==> src/rtl/sync_fifo_param.sv <==
// Parametrised synchronous FIFO with occupancy count, almost-full/almost-empty
// thresholds, synchronous flush, read-data valid and sticky overflow/underflow.
// Optional feature macro: SYNC_FIFO_FWFT_EN selects first-word-fall-through
// (combinational head-of-queue dout, valid = !empty); undefined gives a
// registered dout with one-cycle read latency.
module sync_fifo_param #(
  parameter int DATA_W   = 8,
  parameter int DEPTH    = 16,
  parameter int AF_LEVEL = DEPTH - 2,
  parameter int AE_LEVEL = 2
) (
  input  logic                     clk,
  input  logic                     rst,
  input  logic                     clr,
  input  logic                     wr,
  input  logic [DATA_W-1:0]        din,
  input  logic                     rd,
  output logic [DATA_W-1:0]        dout,
  output logic                     valid,
  output logic                     empty,
  output logic                     full,
  output logic                     almost_empty,
  output logic                     almost_full,
  output logic [$clog2(DEPTH):0]   count,
  output logic                     overflow,
  output logic                     underflow
);

  localparam int AW = $clog2(DEPTH);
  localparam int CW = AW + 1;

  logic [DATA_W-1:0] mem [DEPTH];

  logic [AW-1:0] wptr_q, wptr_d;
  logic [AW-1:0] rptr_q, rptr_d;
  logic [CW-1:0] count_q, count_d;
  logic          ovf_q, ovf_d;
  logic          udf_q, udf_d;
  logic          wr_ok, rd_ok;

  // Flags decode the registered count so they move together with it.
  always_comb begin
    empty        = (count_q == '0);
    full         = (count_q == CW'(DEPTH));
    almost_empty = (count_q <= CW'(AE_LEVEL));
    almost_full  = (count_q >= CW'(AF_LEVEL));
    count        = count_q;
    overflow     = ovf_q;
    underflow    = udf_q;
  end

  // Accept rules: a read frees a slot, so a full FIFO still takes a write
  // alongside a read; a read of an empty FIFO is always refused.
  always_comb begin
    wr_ok = wr && (!full || rd);
    rd_ok = rd && !empty;
  end

  // Next-state for pointers, count and sticky error flags; flush wins.
  always_comb begin
    wptr_d  = wptr_q;
    rptr_d  = rptr_q;
    count_d = count_q;
    ovf_d   = ovf_q;
    udf_d   = udf_q;
    if (clr) begin
      wptr_d  = '0;
      rptr_d  = '0;
      count_d = '0;
      ovf_d   = 1'b0;
      udf_d   = 1'b0;
    end else begin
      if (wr_ok) wptr_d = wptr_q + AW'(1);
      if (rd_ok) rptr_d = rptr_q + AW'(1);
      case ({wr_ok, rd_ok})
        2'b10:   count_d = count_q + CW'(1);
        2'b01:   count_d = count_q - CW'(1);
        default: count_d = count_q;
      endcase
      if (wr && !wr_ok) ovf_d = 1'b1;
      if (rd && !rd_ok) udf_d = 1'b1;
    end
  end

  // Control state registers.
  always_ff @(posedge clk or posedge rst) begin
    if (rst) begin
      wptr_q  <= '0;
      rptr_q  <= '0;
      count_q <= '0;
      ovf_q   <= 1'b0;
      udf_q   <= 1'b0;
    end else begin
      wptr_q  <= wptr_d;
      rptr_q  <= rptr_d;
      count_q <= count_d;
      ovf_q   <= ovf_d;
      udf_q   <= udf_d;
    end
  end

  // Storage array; contents are deliberately left unreset.
  always_ff @(posedge clk) begin
    if (!clr && wr_ok) mem[wptr_q] <= din;
  end

`ifdef SYNC_FIFO_FWFT_EN
  // Head word is always visible; rd simply acknowledges and pops it.
  always_comb begin
    dout  = mem[rptr_q];
    valid = !empty;
  end
`else
  logic [DATA_W-1:0] dout_q, dout_d;
  logic              valid_q, valid_d;

  // Registered read port: dout updates only on an accepted read.
  always_comb begin
    dout_d  = dout_q;
    valid_d = 1'b0;
    if (!clr && rd_ok) begin
      dout_d  = mem[rptr_q];
      valid_d = 1'b1;
    end
  end

  // Read data and valid registers.
  always_ff @(posedge clk or posedge rst) begin
    if (rst) begin
      dout_q  <= '0;
      valid_q <= 1'b0;
    end else begin
      dout_q  <= dout_d;
      valid_q <= valid_d;
    end
  end

  assign dout  = dout_q;
  assign valid = valid_q;
`endif

endmodule
==> config.mk <==
export PLATFORM = sky130hd
export DESIGN_NAME = sync_fifo_param
export DESIGN_NICKNAME = d
export VERILOG_FILES = /design/src/rtl/sync_fifo_param.sv
export SDC_FILE = /design/constraint.sdc
export NUM_CORES = 1
export LEC_CHECK = 0
export CAP_MARGIN = 20
export CORE_ASPECT_RATIO = 0.9
export CORE_UTILIZATION = 59
export CTS_BUF_LIST = sky130_fd_sc_hd__clkbuf_4 sky130_fd_sc_hd__clkbuf_8 sky130_fd_sc_hd__clkbuf_16
export DETAILED_ROUTE_END_ITERATION = 8
export GPL_TIMING_DRIVEN = 0
export PLACE_DENSITY = 0.79
export SLEW_MARGIN = 10
export SYNTH_ARGS = -nofsm -noshare
export SYNTH_HDL_FRONTEND = slang
export SYNTH_SLANG_ARGS = --single-unit
==> constraint.sdc <==
create_clock -name clk -period 3.9 [get_ports clk]
set_input_delay 0.78 -clock clk [delete_from_list [all_inputs] [get_ports clk]]
set_output_delay 0.78 -clock clk [all_outputs]
set_load 0.005 [all_outputs]
======== Word level (Yosys, flattened, before mapping) ========
Memory sizes are Yosys's and may differ from the RTL's. A register that Yosys moved wholly into a read port is not among the register bits.
Index checks and enable logic that the tools add are counted.
word-level totals
  register bits ........................... 16
  memory bits (writable) .................. 128
  output and inout bits ................... 20
  logic and storage cells ................. 47
  memories kept ........................... 1
cells by class
  add/sub/neg operators ................... 4
  magnitude comparators ................... 2
  equal/unequal tests ..................... 3
  muxes and demuxes ....................... 13
  reduce and logical (&&, ||, !) cells .... 18
memories
  memory  depth  width  read ports  clocked after Yosys merged registers in  wr ports  RTL line  RTL
  mem     16     8      1           1                                        1         32        logic [DATA_W-1:0] mem [DEPTH];
operators by type and width
  kind                 count
  $mux 4               4
  $pmux 5 s2           1
  $add 4x1->4 const B  2
  $reduce_bool 2->1    4
  $mux 1               7
  $logic_and 1x1->1    6
  $add 5x1->5 const B  1
  $eq 5x5->1 const B   1
  $ge 5x4->1 const B   1
  $le 5x2->1 const B   1
  $logic_not 1->1      5
  $logic_not 5->1      1
  $mux 5               1
  $sub 5x1->5 const B  1
  $reduce_bool 3->1    1
  $eq 2x1->1 const B   1
  $eq 2x2->1 const B   1
  $logic_or 1x1->1     1

======== Logic depth before layout (Yosys ltp) ========
  word-level depth ........................ 8
  gate-level depth with buffers ........... 11

======== Worst setup path after synthesis ========
OpenSTA, ideal clock, no wires.
  kind .................................... reg-to-reg
  start ................................... reg count_q[2], in the netlist count[2]
  end ..................................... reg count_q[4], in the netlist count[4]
  library setup time ...................... 0.136 ns
  arrival ................................. 2.623 ns
  data required time ...................... 3.764 ns
  path slack .............................. 1.141 ns
  cell stages (with the launch flop) ...... 12
  path buffers ............................ 1
  cells stage by stage .................... dfrtp_1 > or4_1 > buf_2 > o21ai_4 > or2_2 > inv_1 > ha_1 > nand2b_1 > a21oi_1 > or3b_2 > a31oi_1 > a21oi_1
on the way
  longest elaborated chain between the ends .. 7
  elaborated cells between the ends (all ways) .. 14
  those cells by class .................... add/sub: 2; eq/ne: 3; mux: 2; reduce/logical: 7
RTL lines
  element                                   RTL line  RTL
  from (decl)                               36        logic [CW-1:0] count_q, count_d;
  from (signal assigned)                    96        count_q <= count_d;
  $eq 5x5->1                                44        full = (count_q == CW'(DEPTH));
  $logic_not 1->1                           55        wr_ok = wr && (!full || rd);
  $logic_or 1x1->1                          55
  $logic_and 1x1->1                         55
  $eq 2x1->1 or $eq 2x2->1 (tied branches)  75        case ({wr_ok, rd_ok})
  $pmux 5 s2                                75
  $mux 5                                    66        if (clr) begin
Several ways; a longest one is shown, not always the timed one.
A chain may end at the register's enable or synchronous reset.

======== Worst setup path in the final report ========
Same ends and word-level chain as after synthesis.

==> run_results.csv <==
group,metric,value,unit
run_status,status,"complete, no violations",
routing,met3_length,539,um
routing,routed_wl,12200,um
placement,place_hpwl,7860,um
routing,met2_length,6210,um
yosys,syn-num-nets,371,
setup_path,max_stage_delay,0.57,ns
setup_path,crit_chain,"or4_1, buf_2, o21ai_4, or2_2, inv_1, ha_1, nand2b_1, a21oi_1, or3b_2, a31oi_1, a21oi_1",
sta,setup_viol,0,
sta,rsz0062_at_grt,"false",
cts,clock_latency,0.42,ns
floorplanning,dieArea,0.0110,mm2
cells_and_area,layout.nets,421,
floorplanning,core_area,0.0102,mm2
cts,clk_path_buf_depth,2,
global_route,grt_pass1_vias,3354,
yosys,netlist_instances,349,
yosys,synth_enable_flop_cells,128,
setup_path,cp.arrival,3.50,ns
yosys,synth_top_area_share,61.5,%
routing,route.detailed.drc,0,
placement,portBuffers,30,
global_route,antenna_found_initial,0,
cts,ctsResizeCount,0,
cts,htreeDepth,4,
cts,cts_tree,"yes",
placement,place_area,0.00671,mm2
yosys,yosys_warnings,0,
global_route,grt.total_usage,24.3,%
yosys,syn_area,0.00625,mm2
cts,clock-sinks,152,
setup_path,crit_fanout,8,
sta,worstMarginPinSlew,0.991,ns
power,leakage,2.47,nW
setup_path,endpoint_kind,"flop",
cts,cts_root_buf,"clkbuf_16",
global_route,grt_start_max_net_pins,25,
routing,num_vias,3337,
floorplanning,chipWidth,110,um
setup_path,crit_family,"simple AND/OR/NAND/NOR gates",
placement,gp_congestion,0.795,
routing,highest_layer,"met4",
routing,drt.antenna.violating_nets,0,
worst_hold_path,hold_path.class,"reg2reg",
routing,first_pass_iters,4,
cells_and_area,layout_commonest_cell,"edfxtp_1",
power,powerDensity,577,mW/mm2
cts,hold_buffers,0,
setup_path,r2r_slack,0.67,ns
cts,post_cts.repair.setup_buffers,0,
setup_path,cp.required,4.17,ns
sta,tns,0,ns
cells_and_area,n_fill_cell,644,
cells_and_area,antenna_cells,0,
yosys,synth-async-reset-ratio,15.8,%
cells_and_area,layout-drive-gt1-share,21.4,%
setup_path,cp-start-kind,"flop",
yosys,synth_area_leaders,"edfxtp_1 62%, mux4_2 12%, dfrtp_1 9.6%, mux2i_1 2.7%, nor2_1 2.3%",
sta,fin_crit,3.23,ns
cells_and_area,fin_area,0.00733,mm2
yosys,ys_types,41,
setup_path,slowest_stage,"or4_1",
setup_path,crit_type,"reg2reg",
cts,clk_pin_slew_worst_paths,0.06,ns
floorplanning,rows,35,
floorplanning,initial_core_util,61.0,%
yosys,yosys.area.top_type,"edfxtp_1",
routing,met1Wirelength,5270,um
sta,final_hold_viol_count,0,
yosys,ys_ff_latch,152,
cells_and_area,final_cell_mix,"128 x edfxtp_1, 38 x nor2_1, 32 x mux4_2",
yosys,synth_ff_type,"edfxtp_1",
global_route,overflow,0,
cts,cts_buffers,17,
floorplanning,ioPinCount,33,
routing,avgViaCountPerCell,6.17,
setup_path,critical_path_buf_inv_count,2,
yosys,avgSynthCellArea,17.9,um2
routing,wl_per_cell,22.6,um
yosys,seq_area_frac_synth,71.1,%
sta,fin_worst_skew,0.0108,ns
sta,fin_crit_sh,82.9,%
power,max-vdd-ir-drop,533,uV
global_route,grt_pass1_wl,19100,um
cells_and_area,area_growth,17.3,%
routing,first_iter_violations,250,
setup_path,crit_top_cell,"a21oi_1",
job,maxCapViolations,0,
sta,slew_headroom,33.7,%
sta,max_freq,309,MHz
floorplanning,die_h,99.6,um
sta,slew_violations,0,
[Yosys cell counts (5+ instances only)]
cell / number
buf_2: 5
mux2_2: 5
clkbuf_1: 10
o221ai_1: 6
dfrtp_1: 24
inv_1: 9
a21oi_1: 7
xor2_1: 6
nand2_1: 17
mux2i_1: 17
mux4_2: 32
edfxtp_1: 128
ha_1: 8
nor2_1: 38
[layer usage]
layer | GRT usage [%] | up-vias
li1 | - | 1455
met2 | 39.1 | 120
met5 | 0 | -
met3 | 5.42 | 22
met1 | 32.7 | 1740
met4 | 9.95 | 0
[worst paths after layout]
path	from	endpoint	depth (start not counted)
worst max-delay path	count[2]	count[4]	11
worst min-delay path	overflow	overflow	2
worst max register to register	count[2]	count[4]	11
worst min register to register	overflow	overflow	2
max in group asynchronous	rst	count[3]	3
min in group asynchronous	rst	valid	2
[stage by stage]
stage / setup WS, ns / total power, mW / hold slack (ns) / instances / utilization, %
floorplan: 1.14 / 2.32 / 0.478 / 349 / -
global placement: 0.853 / 2.59 / 0.479 / 508 / 65.5
detailed placement: 0.833 / 2.62 / 0.484 / 508 / 65.5
CTS: 0.765 / 4.24 / 0.499 / 540 / 71.2
global route: 0.572 / 4.37 / 0.515 / 541 / 71.5
finish: 0.668 / 4.23 / 0.492 / 541 / 71.5
[kinds of logic (layout without fill, tap and decap cells)]
logic type	after synthesis	count (layout)	synth area share, %
buffers and inverters	29	92	2.26
flip-flops	152	152	71.1
XOR/XNOR	8	8	1.12
AND/OR/NAND/NOR	73	73	5.33
multiplexers	54	54	15.2
adder cells (fa/ha/maj)	9	9	1.92
AO/OA/AOI/OAI	24	24	3.06
[report_power, final]
group          switching [mW]  internal, mW
registers              0.0912          1.85
logic                   0.324         0.347
clock network           0.648         0.972
total                    1.06          3.17
[registers in the layout, summed over array words and instances, names as in the netlist]
register   flops
overflow       1
count          5
rptr_q         4
dout           8
underflow      1
valid          1
wptr_q         4
mem          128
[area by class of cell]
class / instances / area, um2 / share of cell area [%]
clock inverters: 12 / 141 / 1.93
plain buffers: 19 / 101 / 1.38
repair buffers: 31 / 328 / 4.47
well taps: 129 / 161 / 2.20
flip-flops and latches: 152 / 4440 / 60.7
clock buffers: 20 / 448 / 6.11
inverters: 10 / 40.0 / 0.547
multi-input cells: 168 / 1660 / 22.7
[worst reg2reg max path: stages (launching register included)]
cell	delay, ns
dfrtp_1	0.46
or4_1	0.57
buf_2	0.19
o21ai_4	0.25
or2_2	0.19
inv_1	0.07
ha_1	0.32
nand2b_1	0.08
a21oi_1	0.12
or3b_2	0.47
a31oi_1	0.26
a21oi_1	0.12
No activity file was read; power rests on OpenSTA's default activity.
